===== src/rtl/stump_fetch_unit_pkg.sv =====
// Shared definitions for the Stump fetch stage: FSM state encoding, opcodes,
// branch condition codes, flag bit positions and the branch offset extender.
package stump_fetch_unit_pkg;

    // Control FSM states; 2'b11 is unused and treated as illegal.
    typedef enum logic [1:0] {
        FETCH   = 2'b00,
        EXECUTE = 2'b01,
        MEMORY  = 2'b10
    } state_e;

    // Major opcodes held in ir[15:13].
    localparam logic [2:0] OP_LDST = 3'b011;
    localparam logic [2:0] OP_BCC  = 3'b111;

    // Branch condition field ir[11:8].
    typedef enum logic [3:0] {
        COND_AL = 4'h0, COND_NV = 4'h1, COND_HI = 4'h2, COND_LS = 4'h3,
        COND_CC = 4'h4, COND_CS = 4'h5, COND_NE = 4'h6, COND_EQ = 4'h7,
        COND_VC = 4'h8, COND_VS = 4'h9, COND_PL = 4'hA, COND_MI = 4'hB,
        COND_GE = 4'hC, COND_LT = 4'hD, COND_GT = 4'hE, COND_LE = 4'hF
    } cond_e;

    // Bit positions of the flags inside cc = {N,Z,V,C}.
    localparam int FLAG_N = 3;
    localparam int FLAG_Z = 2;
    localparam int FLAG_V = 1;
    localparam int FLAG_C = 0;

    // Sign-extend an 8-bit branch offset to the 16-bit address width.
    function automatic logic [15:0] sext8(input logic [7:0] value);
        return {{8{value[7]}}, value};
    endfunction

endpackage


===== src/rtl/stump_fetch_unit_if.sv =====
// Instruction fetch bus between the fetch unit (master) and memory (slave).
interface stump_fetch_unit_if;

    logic        fetch_en;
    logic [15:0] fetch_addr;
    logic [15:0] mem_rdata;

    modport master (output fetch_en, output fetch_addr, input mem_rdata);
    modport slave  (input fetch_en, input fetch_addr, output mem_rdata);

endinterface


===== src/rtl/stump_fetch_unit_cond_eval.sv =====
// Stump branch condition evaluator: decides whether a Bcc condition holds
// for the current {N,Z,V,C} flags. Purely combinational.
module stump_cond_eval
    import stump_fetch_unit_pkg::*;
(
    input  logic [3:0] cond,
    input  logic [3:0] cc,
    output logic       true
);

    logic n, z, v, c;

    assign n = cc[FLAG_N];
    assign z = cc[FLAG_Z];
    assign v = cc[FLAG_V];
    assign c = cc[FLAG_C];

    // Condition table lookup.
    always_comb begin
        // NOTE: assigning a default before the case keeps every path driven, so no latch is inferred.
        true = 1'b0;
        case (cond_e'(cond))
            COND_AL: true = 1'b1;
            COND_NV: true = 1'b0;
            COND_HI: true = !c && !z;
            COND_LS: true = c || z;
            COND_CC: true = !c;
            COND_CS: true = c;
            COND_NE: true = !z;
            COND_EQ: true = z;
            COND_VC: true = !v;
            COND_VS: true = v;
            COND_PL: true = !n;
            COND_MI: true = n;
            COND_GE: true = (n == v);
            COND_LT: true = (n != v);
            COND_GT: true = !z && (n == v);
            COND_LE: true = z || (n != v);
            default: true = 1'b0;
        endcase
    end

endmodule


===== src/rtl/stump_fetch_unit.sv =====
// Stump fetch stage: owns pc and ir, issues instruction reads in FETCH and
// resolves Bcc branches in EXECUTE. Sequencing belongs to the control FSM.
module stump_fetch_unit
    import stump_fetch_unit_pkg::*;
#(
    parameter logic [15:0] RESET_PC = 16'h0000
) (
    input  logic                      clk,
    input  logic                      rst,
    input  logic [1:0]                state,
    input  logic [3:0]                cc,
    input  logic                      pc_wr_en,
    input  logic [15:0]               pc_wr_data,
    stump_fetch_unit_if.master        bus,
    output logic [15:0]               ir,
    output logic [15:0]               pc,
    output logic                      branch_taken,
    output logic [15:0]               branch_target
);

    logic        cond_true;
    logic        is_bcc;
    logic [15:0] pc_next;

    stump_cond_eval u_cond_eval (
        .cond (ir[11:8]),
        .cc   (cc),
        .true (cond_true)
    );

    assign bus.fetch_en   = (state == FETCH);
    assign bus.fetch_addr = pc;

    // pc has already been incremented past the Bcc when EXECUTE runs.
    assign is_bcc        = (ir[15:13] == OP_BCC);
    assign branch_taken  = (state == EXECUTE) && is_bcc && cond_true;
    assign branch_target = pc + sext8(ir[7:0]);

    // Next-PC priority mux: increment in FETCH, branch over PC write in EXECUTE.
    always_comb begin
        pc_next = pc;
        case (state)
            FETCH:   pc_next = pc + 16'd1;
            EXECUTE: begin
                if (branch_taken) begin
                    pc_next = branch_target;
                end else if (pc_wr_en) begin
                    pc_next = pc_wr_data;
                end
            end
            MEMORY:  begin
                if (pc_wr_en) begin
                    pc_next = pc_wr_data;
                end
            end
            default: pc_next = pc;
        endcase
    end

    // pc and ir registers with asynchronous reset; ir loads only in FETCH.
    always_ff @(posedge clk or posedge rst) begin
        if (rst) begin
            pc <= RESET_PC;
            ir <= 16'h0000;
        end else begin
            // NOTE: non-blocking assignments so every register samples pre-edge values.
            pc <= pc_next;
            if (state == FETCH) begin
                ir <= bus.mem_rdata;
            end
        end
    end

endmodule


===== src/flat_wrapper.sv =====
// flat-port wrapper written by rule: the top's interface ports become plain ports
module stump_fetch_unit_flat import stump_fetch_unit_pkg::*;
#(
    parameter logic [15:0] RESET_PC = 16'h0000
)
  (clk, rst, state, cc, pc_wr_en, pc_wr_data, ir, pc, branch_taken, branch_target, bus_fetch_en, bus_fetch_addr, bus_mem_rdata);
  stump_fetch_unit_if bus_i ();
  input  logic clk;
  input  logic rst;
  input  logic [1:0] state;
  input  logic [3:0] cc;
  input  logic pc_wr_en;
  input  logic [15:0] pc_wr_data;
  output logic [15:0] ir;
  output logic [15:0] pc;
  output logic branch_taken;
  output logic [15:0] branch_target;
  output wire logic [$bits(bus_i.fetch_en)-1:0] bus_fetch_en;
  output wire logic [$bits(bus_i.fetch_addr)-1:0] bus_fetch_addr;
  input wire logic [$bits(bus_i.mem_rdata)-1:0] bus_mem_rdata;
  assign bus_fetch_en = bus_i.fetch_en;
  assign bus_fetch_addr = bus_i.fetch_addr;
  assign bus_i.mem_rdata = bus_mem_rdata;
  stump_fetch_unit #(.RESET_PC(RESET_PC)) u_core (.clk(clk), .rst(rst), .state(state), .cc(cc), .pc_wr_en(pc_wr_en), .pc_wr_data(pc_wr_data), .bus(bus_i), .ir(ir), .pc(pc), .branch_taken(branch_taken), .branch_target(branch_target));
endmodule

===== config.mk =====
export PLATFORM = sky130hd
export DESIGN_NAME = stump_fetch_unit_flat
export DESIGN_NICKNAME = d
export VERILOG_FILES = /design/src/rtl/stump_fetch_unit_pkg.sv /design/src/rtl/stump_fetch_unit_if.sv /design/src/rtl/stump_fetch_unit_cond_eval.sv /design/src/rtl/stump_fetch_unit.sv /design/src/flat_wrapper.sv
export SDC_FILE = /design/constraint.sdc
export NUM_CORES = 1
export LEC_CHECK = 0
export CAP_MARGIN = 15
export CORE_MARGIN = 2
export CORE_UTILIZATION = 66
export CTS_BUF_LIST = sky130_fd_sc_hd__clkbuf_4
export DETAILED_ROUTE_END_ITERATION = 6
export DONT_BUFFER_PORTS = 1
export PLACE_DENSITY = 0.82
export SLEW_MARGIN = 15
export SYNTH_ARGS = -nofsm -noshare
export SYNTH_HDL_FRONTEND = slang
export SYNTH_HIERARCHICAL = 1
export SYNTH_SLANG_ARGS = --single-unit

===== constraint.sdc =====
create_clock -name clk -period 4.3 [get_ports clk]
set_clock_uncertainty 0.05 [all_clocks]
set_input_delay 0.645 -clock clk [delete_from_list [all_inputs] [get_ports clk]]
set_output_delay 0.645 -clock clk [all_outputs]
set_load 0.02 [all_outputs]

==> impl_metrics.env, run 1 <==
export IMPL_outcome="complete, no violations"
export IMPL_final_antenna_net_count=0
export IMPL_vias_per_cell=6.98
export IMPL_drt_first_iter_violations=229
export IMPL_dp_cells=379
export IMPL_io_buffers=0
export IMPL_area_growth_syn_to_layout_pct=-2.40
export IMPL_grt_overflow_total=0
export IMPL_timing_hold_ws_ns=0.220
export IMPL_drc_errors=0
export IMPL_fin_crit_sh_pct=82.9
export IMPL_cp_end_kind="primary output"
export IMPL_path_clk_slew_ns=0.11
export IMPL_nets=396
export IMPL_finalSetupTns_ns=0
export IMPL_cts_root_buf="clkbuf_4"
export IMPL_grt_max_degree=33
export IMPL_layout_cells_non_filler=386
export IMPL_grt_pass1_wl_mm=12.5
export IMPL_cts_resized=0
export IMPL_drv_cap=0
export IMPL_timing_fmax_ghz=0.280
export IMPL_hold_buffers=0
export IMPL_power_frac_seq_pct=34.4
export IMPL_pwr_share_clk_pct=10.7
export IMPL_syn_area_sq_um=3070
export IMPL_synth_seq_area_share_pct=26.1
export IMPL_p_comb_share_pct=54.9
export IMPL_cts_sinks=32
export IMPL_cts_htree_levels=2
export IMPL_syn_inst=354
export IMPL_rsz0062_at_grt="no"
export IMPL_num_fill_cells=379
export IMPL_r2r_slack_ns=1.04
export IMPL_path_class="register to primary output"
export IMPL_power_density_nw_per_um2=539
export IMPL_cts_buffers=5
export IMPL_dieArea_sq_um=5210
export IMPL_ioPinCount=107
export IMPL_antenna_cells=0
export IMPL_yosys_warnings=6
export IMPL_slew_viol_final=0
export IMPL_startpoint_type="register"
export IMPL_layout_setup_ws_ns=0.734
export IMPL_dp_slack_ns=1.14
export IMPL_antenna_found_initial=0
export IMPL_relSlewSlack_pct=37.2
export IMPL_setup_viol=0
export IMPL_synth_seq_cells=32
export IMPL_seq_area_sq_um=801
export IMPL_std_cell_rows=24
export IMPL_vdd_drop_max_v=0.000256
export IMPL_die_h_um=72.2
export IMPL_fin_crit_ns=3.57
export IMPL_firstDrtPassIters=5
export IMPL_fin_area_sq_um=3000
export IMPL_grt_usage_pct=30.9
export IMPL_drive_above_1_share_pct=12.3
export IMPL_p_leak_nw=1.34
export IMPL_crit_arrival_ns=2.87
export IMPL_core_region_area_sq_um=4410
export IMPL_ys_flop_type="dfrtp_1"
export IMPL_cts_tree="yes"
export IMPL_switchingPower_uw=894
export IMPL_vias=2695
export IMPL_multi_input_area_sq_um=1970
export IMPL_path_max_fanout=3
export IMPL_routabilityCongestion=1.03
export IMPL_swShare_pct=55.3
export IMPL_async_flop_share_pct=100
export IMPL_clock_path_buffers=2
export IMPL_wl_per_cell_um=20.5
export IMPL_hold_path_class="input pin to async pin"
export IMPL_wl_mm=7.91
export IMPL_yosysUniqueCellTypes=58
export IMPL_syn_num_nets=416
export IMPL_die_w_um=72.2
export IMPL_synth_edf_count=0
export IMPL_clock_latency_ns=0.34
export IMPL_post_cts_setup_buffer_count=0
export IMPL_required_ns=3.61
export IMPL_final_common_cell="dfrtp_1"
export IMPL_final_cell_mix="dfrtp_1, a21oi_1, nor2_1, o21ai_0, nand2_1"
export IMPL_placed_cell_area_sq_um=2950
export IMPL_power_internal_uw=722
export IMPL_start_util_pct=69.6
export IMPL_grt_pass1_vias=2507
export IMPL_hold_viol=0
export IMPL_tightest_slew_ns=0.943
export IMPL_dpl_hpwl_mm=5.83
export IMPL_syn_avg_cell_area_sq_um=8.67
-- power by group through the flow --
stage	Clock [mW]	Combinational (mW)	Sequential, mW
finish	0.172	0.887	0.557
global route	0.186	0.955	0.573
CTS	0.175	0.878	0.557
detailed placement	0	0.871	0.563
global placement	0	0.861	0.561
floorplan	0	0.810	0.517
-- cells in the mapped netlist, types with 3 or more instances --
master / number / area (sq um)
a211oi_1: 7 / 52.6
mux2_2: 16 / 180
and4_1: 3 / 26.3
xor2_1: 9 / 78.8
nor4_1: 3 / 18.8
a31oi_1: 6 / 37.5
buf_4: 20 / 150
a21oi_1: 31 / 155
nor3_1: 8 / 40.0
and3_1: 4 / 25.0
xnor2_1: 10 / 87.6
nand4_1: 7 / 43.8
a21o_1: 12 / 90.1
buf_6: 4 / 45.0
nand2_1: 21 / 78.8
ha_1: 20 / 250
inv_1: 13 / 48.8
clkbuf_1: 7 / 26.3
o22ai_1: 5 / 31.3
o211ai_1: 3 / 22.5
nand3_1: 6 / 30.0
o21ai_0: 24 / 120
mux2i_1: 17 / 170
dfrtp_1: 32 / 801
nor2_1: 26 / 97.6
-- metal layers --
layer	GRT usage [%]	vias to the layer above	share of wire, %
met5	0	-	0
met4	10.1	0	1.9
met3	5.97	15	11
met2	47.5	172	45
met1	44.0	1255	43
li1	-	1253	-
-- worst paths after layout --
check | start | endpoint | cells past startpoint
max in group asynchronous | rst | u_core/ir[2] | 2
worst min-delay path | rst | u_core/bus.fetch_addr[14] | 2
worst max-delay path | u_core/ir[0] | branch_target[14] | 7
worst min register to register | u_core/ir[12] | u_core/ir[12] | 1
min in group clk | bus_mem_rdata[1] | u_core/ir[1] | 1
worst max register to register | u_core/ir[8] | u_core/bus.fetch_addr[5] | 10
-- state kept, by name, summed over array words and instances, names as in the netlist --
signal / cells
u_core/bus.fetch_addr: 16
u_core/ir: 16
-- logic make-up after synthesis --
group	synth area share, %
compound gates	23.1
simple gates	14.8
buf+inv	9.70
mux	11.4
flops	26.1
fa+ha+maj	8.80
xor+xnor	6.15
-- through the flow --
stage	power, mW	util, %
finish	1.62	67.9
global placement	1.42	66.8
global route	1.71	67.9
floorplan	1.33	-
CTS	1.61	67.9
detailed placement	1.43	66.8
-- area by class of cell --
type | instances | area share [%]
tap | 52 | 2.17
clock inverter | 1 | 0.167
timing repair buffer | 8 | 2.00
sequential | 32 | 26.7
clock buffer | 6 | 1.50
multi-input combinational | 274 | 65.8
inverter | 13 | 1.63
-- critical path: stages (launching register included) --
cell      delay (ns)
dfrtp_1         0.48
ha_1            0.29
fa_1            0.43
a211oi_1        0.24
o21ai_1         0.15
a31oi_1         0.34
o21ai_0         0.16
xor2_1          0.44
(Power assumes the default switching activity.)
==> run 2, diff against run 1 <==
- clock period: 4.3 -> 3.3 ns (I/O delays scaled with it)
==> run 2 against run 1 <==
Sequential share of layout area is 1.4 points lower. Total power increased by 42%. Utilization grew 3.8 points. Final cell count is 4.9% higher. Design area up 5.6%. Sequential cell count is the same. Largest cell class unchanged.
==> impl_metrics.env, run 2 (synthesis gave the netlist of run 1 again) <==
export IMPL_timing_fmax_ghz=0.314
export IMPL_io_buffers=0
export IMPL_dieArea_sq_um=5210
export IMPL_crit_start="u_core/bus.fetch_addr[1]"
export IMPL_finish_utilization_pct=71.7
export IMPL_clock_path_buffers=2
export IMPL_power_density_nw_per_um2=724
export IMPL_fin_crit_ns=3.19
export IMPL_cts_sinks=32
export IMPL_drt_first_iter_violations=388
export IMPL_slew_viol_final=0
export IMPL_post_cts_setup_buffer_count=0
export IMPL_core_region_area_sq_um=4410
export IMPL_die_h_um=72.2
export IMPL_p_leak_nw=1.43
export IMPL_vias_per_cell=6.96
export IMPL_path_max_fanout=8
export IMPL_crit_arrival_ns=2.64
export IMPL_area_growth_syn_to_layout_pct=3.06
export IMPL_cp_end_kind="primary output"
export IMPL_rsz0062_at_grt="no"
export IMPL_die_w_um=72.2
export IMPL_wl_mm=8.24
export IMPL_final_cell_mix="a21oi_1, dfrtp_1, buf_4, nor2_1, o21ai_0"
export IMPL_grt_overflow_total=0
export IMPL_drv_cap=0
export IMPL_routabilityCongestion=0.921
export IMPL_outcome="complete, no violations"
export IMPL_nets=414
export IMPL_grt_pass1_wl_mm=12.8
export IMPL_std_cell_rows=24
export IMPL_firstDrtPassIters=5
export IMPL_num_fill_cells=352
export IMPL_dpl_hpwl_mm=6.16
export IMPL_drive_above_1_share_pct=18.4
export IMPL_wl_per_cell_um=20.3
export IMPL_layout_setup_ws_ns=0.112
export IMPL_finalSetupTns_ns=0
export IMPL_required_ns=2.75
export IMPL_grt_pass1_vias=2639
export IMPL_dp_slack_ns=0.254
export IMPL_path_clk_slew_ns=0.11
export IMPL_fin_crit_sh_pct=96.6
export IMPL_grt_usage_pct=31.8
export IMPL_drc_errors=0
export IMPL_grt_max_degree=22
export IMPL_setup_viol=0
export IMPL_start_util_pct=69.6
export IMPL_cts_buffers=5
export IMPL_hold_path_class="input pin to async pin"
export IMPL_hold_buffers=0
export IMPL_path_class="register to primary output"
export IMPL_vdd_drop_max_v=0.000365
export IMPL_cts_root_buf="clkbuf_4"
export IMPL_ioPinCount=107
export IMPL_hold_viol=0
export IMPL_r2r_start="u_core/bus.fetch_addr[1]"
export IMPL_tightest_slew_ns=0.943
export IMPL_vias=2817
export IMPL_cts_tree="yes"
export IMPL_clock_latency_ns=0.36
export IMPL_startpoint_type="register"
export IMPL_cts_htree_levels=2
export IMPL_antenna_cells=0
export IMPL_final_antenna_net_count=0
export IMPL_antenna_found_initial=0
export IMPL_relSlewSlack_pct=37.2
## run 2: area by class of cell
cell class | count | area, sq um | share of cell area, %
Clock buffer | 7 | 52.6 | 1.66
Clock inverter | 1 | 3.75 | 0.119
Inverter | 13 | 48.8 | 1.54
Multi-Input combinational cell | 274 | 2000 | 63.1
Sequential cell | 32 | 802 | 25.3
Tap cell | 52 | 65.1 | 2.06
Timing Repair Buffer | 26 | 195 | 6.17
## run 2: path summary, 6_finish.rpt
kind | end | slack [ns] | cells after the start
max | branch_target[9] | 0.11 | 8
min | u_core/bus.fetch_addr[10] | 0.06 | 1
max reg2reg | u_core/bus.fetch_addr[7] | 0.49 | 8
min reg2reg | u_core/bus.fetch_addr[1] | 0.53 | 2
max in group asynchronous | u_core/ir[0] | 2.42 | 2
min in group clk | u_core/ir[1] | 0.23 | 1
## run 2: through the flow
step | hold slack (ns) | cell area [sq um] | power [mW] | instances
floorplan | 0.561 | 3070 | 1.73 | 354
global placement | 0.462 | 3080 | 1.97 | 397
finish | 0.0615 | 3160 | 2.29 | 405
global route | 0.121 | 3160 | 2.41 | 405
CTS | 0.0764 | 3150 | 2.26 | 405
detailed placement | 0.463 | 3080 | 2.00 | 397
## run 2: repair_timing
action / 4_1_cts / 5_1_grt
pin swaps: 0 / 2
gates resized for setup: 2 / 5
setup endpoints to repair: 2 / 4
## run 2: worst max-delay path, cell delays in order, from the launching register on
cell and delay, ns:
dfrtp_1 0.43, buf_4 0.22, ha_1 0.31, a211oi_1 0.32, o21ai_1 0.20, a31oi_1 0.32
o21ai_0 0.15, xor2_1 0.16, buf_4 0.18
## run 2: per-layer routing
layer / vias to the layer above / global-route usage, % / part of all wire (%) / wire length, um
met5: - / 0 / 0 / 0
met4: 0 / 10.5 / 2.2 / 184
met3: 18 / 5.83 / 11 / 873
met2: 187 / 52.3 / 47 / 3860
met1: 1324 / 42.3 / 40 / 3330
li1: 1288 / - / - / -
## run 2: where the power goes
part           switching, mW  leakage (nW)  internal [mW]
clock network          0.144        0.0338         0.0982
logic                  0.938          1.02          0.508
registers              0.137         0.381          0.466
total                   1.22          1.43           1.07
